===== src/rtl/pipe_stage_reg.sv =====
// Pipeline stage register with optional skid entry, hazard stall/flush, and
// control payload zeroed on bubbles. occupancy_o doubles as the FSM state view.
module pipe_stage_reg #(
  parameter int DATA_W = 64,
  parameter int CTRL_W = 2,
  parameter int SKID   = 1
) (
  input  logic              clk_i,
  input  logic              start_i,
  input  logic              in_valid_i,
  output logic              in_ready_o,
  input  logic [DATA_W-1:0] in_data_i,
  input  logic [CTRL_W-1:0] in_ctrl_i,
  input  logic              stall_i,
  input  logic              flush_i,
  output logic              out_valid_o,
  input  logic              out_ready_i,
  output logic [DATA_W-1:0] out_data_o,
  output logic [CTRL_W-1:0] out_ctrl_o,
  output logic [1:0]        occupancy_o
);

  // Handshake: an entry moves upstream->stage when in_valid_i & in_ready_o,
  // and stage->downstream when out_valid_o & out_ready_i & ~stall_i; both
  // are judged in the same cycle and neither waits on the other's valid.

  localparam bit HAS_SKID = (SKID != 0);

  typedef enum logic [1:0] {
    EMPTY = 2'd0,
    ONE   = 2'd1,
    TWO   = 2'd2
  } state_t;

  state_t            state_q;
  logic              out_valid_q;
  logic [DATA_W-1:0] head_data_q;
  logic [CTRL_W-1:0] head_ctrl_q;
  logic [DATA_W-1:0] skid_data_q;
  logic [CTRL_W-1:0] skid_ctrl_q;

  logic accept;
  logic xfer;

  // With a skid entry, ready depends only on registered state; without one,
  // a full stage may still accept when the head leaves this same cycle.
  always_comb begin
    in_ready_o = 1'b0;
    if (HAS_SKID) begin
      in_ready_o = start_i & ~stall_i & (state_q != TWO);
    end else begin
      in_ready_o = start_i & ~stall_i & ((state_q == EMPTY) | out_ready_i);
    end
  end

  assign accept = in_valid_i & in_ready_o;
  assign xfer   = out_valid_q & out_ready_i & ~stall_i;

  always_ff @(posedge clk_i) begin
    if (!start_i) begin
      state_q     <= EMPTY;
      out_valid_q <= 1'b0;
      head_data_q <= '0;
      head_ctrl_q <= '0;
      skid_data_q <= '0;
      skid_ctrl_q <= '0;
    end else if (flush_i) begin
      // Flush outranks stall; head data is kept so out_data_o holds its value.
      state_q     <= EMPTY;
      out_valid_q <= 1'b0;
      head_ctrl_q <= '0;
      skid_data_q <= '0;
      skid_ctrl_q <= '0;
    end else begin
      case (state_q)
        EMPTY: begin
          if (accept) begin
            head_data_q <= in_data_i;
            head_ctrl_q <= in_ctrl_i;
            out_valid_q <= 1'b1;
            state_q     <= ONE;
          end
        end
        ONE: begin
          if (accept && xfer) begin
            head_data_q <= in_data_i;
            head_ctrl_q <= in_ctrl_i;
          end else if (accept && HAS_SKID) begin
            skid_data_q <= in_data_i;
            skid_ctrl_q <= in_ctrl_i;
            state_q     <= TWO;
          end else if (xfer) begin
            head_ctrl_q <= '0;
            out_valid_q <= 1'b0;
            state_q     <= EMPTY;
          end
        end
        TWO: begin
          if (xfer) begin
            head_data_q <= skid_data_q;
            head_ctrl_q <= skid_ctrl_q;
            skid_ctrl_q <= '0;
            state_q     <= ONE;
          end
        end
        default: begin
          out_valid_q <= 1'b0;
          head_ctrl_q <= '0;
          state_q     <= EMPTY;
        end
      endcase
    end
  end

  assign out_valid_o = out_valid_q;
  assign out_data_o  = head_data_q;
  // Bubbles must never carry live control bits (e.g. RegWrite).
  assign out_ctrl_o  = out_valid_q ? head_ctrl_q : '0;
  assign occupancy_o = state_q;

endmodule


===== config.mk =====
export PLATFORM = sky130hd
export DESIGN_NAME = pipe_stage_reg
export DESIGN_NICKNAME = d
export VERILOG_FILES = /design/src/rtl/pipe_stage_reg.sv
export SDC_FILE = /design/constraint.sdc
export NUM_CORES = 1
export LEC_CHECK = 0
export CORE_MARGIN = 2
export CORE_UTILIZATION = 50
export DETAILED_ROUTE_END_ITERATION = 10
export PLACE_DENSITY = 0.81
export SYNTH_ARGS = -nofsm -noshare
export SYNTH_HDL_FRONTEND = slang
export SYNTH_SLANG_ARGS = --single-unit

===== constraint.sdc =====
create_clock -name clk_i -period 2 [get_ports clk_i]
set_input_delay 0.4 -clock clk_i [delete_from_list [all_inputs] [get_ports clk_i]]
set_output_delay 0.4 -clock clk_i [all_outputs]
set_load 0.02 [all_outputs]

# ---- Word-level counts from Yosys, hierarchy flattened
# Index checks and enable logic that the tools add are counted.
# W data, S select, Z words.
dict set report totals {
  word_cells 63
  regBits 135
  input_bits 72
  out_inout_bits 70
}
dict set report classes {
  n_eq_ne 13
  n_mux 23
  n_bitwise 10
  n_reduce_logical 11
}
# cell count
set ops {}
lappend ops {{$mux W64} 3}
lappend ops {{$pmux W64 S3} 1}
lappend ops {{$mux W2} 11}
lappend ops {{$ne A2 B2 Y1 const B} 8}
lappend ops {{$pmux W2 S3} 2}
lappend ops {{$reduce_and A4 Y1} 3}
lappend ops {{$reduce_and A5 Y1} 2}
lappend ops {{$ne A3 B3 Y1 const B} 3}
lappend ops {{$and A1 B1 Y1} 5}
lappend ops {{$not A1 Y1} 5}
lappend ops {{$mux W1} 4}
lappend ops {{$pmux W2 S2} 1}
lappend ops {{$pmux W1 S3} 1}
lappend ops {{$reduce_and A3 Y1} 1}
lappend ops {{$reduce_bool A3 Y1} 1}
lappend ops {{$eq A2 B1 Y1 const B} 1}
lappend ops {{$eq A2 B2 Y1 const B} 1}
lappend ops {{$logic_not A2 Y1} 1}
lappend ops {{$reduce_bool A2 Y1} 1}
lappend ops {{$reduce_or A2 Y1} 1}
lappend ops {{$logic_and A1 B1 Y1} 1}

# ---- Depth between registers and ports, before layout
dict set report depth {
  word_depth 7
  depth_mapped 7
}

# ---- Worst setup path before layout
# OpenSTA, ideal clock, no wires.
dict set report synth_timing {
  path_kind {flip-flop to output port}
  from {register state_q[0] (netlist: occupancy_o[0])}
  to {output in_ready_o}
  path_stages_with_launch 5
  n_path_buf 2
  arrival_ns 1.426
  required_ns 1.600
  path_slack_ns 0.174
  cell_sequence {dfxtp_1 buf_2 nor2b_1 clkbuf_1 nor3b_1}
}
dict set report synth_between {
  elab_chain_len 2
}
# item line_no
set synth_rtl {}
lappend synth_rtl {{start: declaration} 35} ;# state_t state_q;
lappend synth_rtl {{start signal: assignment} 61} ;# state_q <= EMPTY;
lappend synth_rtl {{start signal: assignment} 69} ;# state_q <= EMPTY;
lappend synth_rtl {{start signal: assignment} 81} ;# state_q <= ONE;
lappend synth_rtl {{$ne A2 B2 Y1} 50} ;# in_ready_o = start_i & ~stall_i & (state_q != TWO);
lappend synth_rtl {{$and A1 B1 Y1} 50}
lappend synth_rtl {{end: declaration} 11} ;# output logic in_ready_o,
# Every way passes these cells.

# ---- Worst setup path in the final report
dict set report layout_timing {
  from {register out_valid_q (netlist: out_valid_o)}
  to {output out_ctrl_o[1]}
}
dict set report layout_between {
  elab_chain_len 1
}
# item line_no
set layout_rtl {}
lappend layout_rtl {{start: declaration} 36} ;# logic out_valid_q;
lappend layout_rtl {{start signal: assignment} 62} ;# out_valid_q <= 1'b0;
lappend layout_rtl {{start signal: assignment} 70} ;# out_valid_q <= 1'b0;
lappend layout_rtl {{start signal: assignment} 80} ;# out_valid_q <= 1'b1;
lappend layout_rtl {{$mux W2} 118} ;# assign out_ctrl_o = out_valid_q ? head_ctrl_q : '0;
lappend layout_rtl {{end: declaration} 19} ;# output logic [CTRL_W-1:0] out_ctrl_o,
# Every way passes these cells.

==> run metrics <==
worst r2r path cells 5; timing-limited maximum frequency roughly 0.52 GHz; P per Cell Area ~840 nW/µm²; classification of the worst setup path reg2out; met1 global-route usage a little under a third; overall die area between 10000 and 15000 µm²; instance count of the mapped netlist approximately 700; grt peak-use layer met2; largest net degree at the start of global routing between 60 and 70; Tightest Hold Check Type reg2reg; wire length per cell after detailed routing about 17 µm; Final Hold Fails 0; synth warn 0; global-route met3 utilization 6.32%; chip height 112 µm; end point of the worst hold path skid_data_q[48]; area growth from synthesis to layout 36.6%; Vias ~5500; final worst slack around 0.088 ns; portion of the clock cycle consumed by the worst path in the final layout 95.6%; count of routing violations after the opening detailed-route iteration roughly 420; final routed DRC violation total 0; hold buffer count at cts 0; number of storage elements in the synthesis netlist 135; share of the synthesized area in the top cell type between 40% and 50%; H-tree depth 4; required time at the worst-slack endpoint approximately 1.6 ns; Syn Nets around 770; post-detailed-routing wire length 16100 µm; hold_sp skid_data_q[48]; global-route usage over all layers roughly 25%; reg2reg start occupancy_o[1]; final setup vio count 0; area taken by flip-flops and latches ~2700 µm²; DRT antenna net count 0; Avg Vias per Cell 5.64; antenna violations before repair 0; final critical delay including setup and external delays around 1.9 ns; worst slack at placement -0.212 ns; actual transition at the worst max-transition pin 0.751 ns; most instantiated library cell after synthesis nand2_1; RSZ-0062 raised after global routing false; skew final 0.00946 ns; reg2reg setup slack 0.17 ns; global-route wire length before repair roughly 26000 µm; IO Count approximately 140; result of the run complete, no violations; Max-cap violations 0; syn avg cell area 8.41 µm²; clock input transition at the sequential cells of the worst setup and hold paths 0.05 ns; EDFF count, synth 0; first-pass iteration count of the detailed router 6; GRT overflow 0; CTS Buf Count 17; worst rel slew slack around 50%; number of distinct library cells after synthesis 30; share of flip-flops with an asynchronous set or reset after synthesis 0%; standby leakage power 2.88 nW; leading register cell type out of synthesis dfxtp_1; cell type with the largest total area after synthesis dfxtp_1; # Post-CTS Setup Buffers 0; GR Util met2 43.3%; fin nets about 880; detailed placement HPWL 9890 µm; sum of negative setup slack 0 ns; cell types occupying the most area after synthesis dfxtp_1 (46%), nand2_1 (17%), o221a_2 (11%), nand3b_1 (8.7%), a21oi_1 (6.0%); number of port buffers about 140; max-slew violations 0; cell count of the worst hold path 2; Die W between 100 and 150 µm; library cell used as clock root buffer clkbuf_16; effective utilization at floorplan 51.2%; critical path launch point type flip-flop; Worst-Skew Late Latency 0.41 ns; FF-to-FF End out_data_o[36]; worst IR drop on VDD between 0.5 and 0.6 mV; placeable core region 11400 µm²; nature of the critical path endpoint output port; most frequent cells after synthesis nand2_1 (263), dfxtp_1 (135), a21oi_1 (70), nand3b_1 (68), o221a_2 (56); sequential share of the synthesized area a little under half; CP Max Fanout 8; fraction of layout instances using a drive strength above 1 between 10 and 15%; number of global-route vias before repair approximately 5400; fill cell count slightly below 900; clock sink total ~140; clk buf depth 2; row cnt 39; routability congestion estimate approximately 0.85; CTS tree yes; CP Data Arrival Time around 1.5 ns; Post-Synthesis Cell Area 5840 µm²; combined area of the multi-input logic cells between 2000 and 3000 µm²; count of inserted antenna diode cells 0
[cell usage in the layout, fill, tap and decap left out, types with 4 or more instances in the layout]
master	count
a21oi_1	70
buf_12	8
buf_4	13
bufinv_16	5
clkbuf_1	4
clkbuf_16	17
clkdlybuf4s50_1	136
clkinv_2	5
dfxtp_1	133
nand2_1	263
nand3b_1	68
o221a_1	8
o221a_2	56
[final cells by class]
cell class,count,area share (%)
Inverter,2,0.0941
Timing Repair Buffer,162,20.8
Clock inverter,10,2.19
Multi-Input combinational cell,493,35.1
Clock buffer,22,5.69
Tap cell,143,2.24
Sequential cell,135,33.9
[stage by stage]
stage	area [µm²]	total power [mW]	hold WS (ns)	util, %	std cells
2_1_floorplan	5840	3.11	0.437	-	695
3_3_place_gp	7350	3.41	0.441	64.4	935
3_5_place_dp	7350	3.42	0.447	64.4	935
4_1_cts	7980	6.73	0.454	69.9	967
5_1_grt	7980	6.90	0.472	69.9	967
6_report	7980	6.70	0.453	69.9	967
[report_power, final]
group	internal (mW)	switching (mW)	total, mW
clock network	2.23	1.10	3.33
logic	0.321	0.278	0.599
registers	2.74	0.0314	2.77
total	5.30	1.40	6.70
[critical path, cell delays in order (launching register included)]
cell	delay, ns
dfxtp_2	0.38
and2_1	0.14
clkdlybuf4s50_1	0.60
[layer usage]
layer / share of wire (%) / routed length [µm] / up-vias
li1: - / - / 2641
met1: 43 / 6840 / 2589
met2: 50 / 7970 / 209
met3: 6.4 / 1030 / 18
met4: 1.4 / 232 / 0
met5: 0 / 0 / -
[repair_timing]
item,CTS,global route
pin swaps,0,0
gates resized for setup,3,2
endpoints found under the setup margin,3,2
gates cloned,0,0
[how the worst max path moves through the flow]
stage	startpoint	to	slack [ns]	cells after the start
after global routing	out_valid_o	out_ctrl_o[1]	0.01	2
after detailed placement	stall_i	out_data_o[60]	-0.21	6
after CTS	out_valid_o	out_ctrl_o[1]	0.003	2
final	out_valid_o	out_ctrl_o[1]	0.09	2
after floorplan	occupancy_o[0]	in_ready_o	0.17	4
after global placement	stall_i	out_data_o[22]	-0.15	6
[flip-flops by register name, summed over array words and instances, names as in the netlist]
register	cells
out_data_o	64
skid_data_q	64
head_ctrl_q	2
occupancy_o	2
skid_ctrl_q	2
out_valid_o	1
[logic make-up after synthesis]
| group | share of synthesized area [%] |
|---|---|
| and+or+nand+nor | 27.9 |
| DFF | 46.3 |
| AOI/OAI and AO/OA | 19.7 |
| buffers and inverters | 6.15 |
Power figures use the tool's default switching activity.
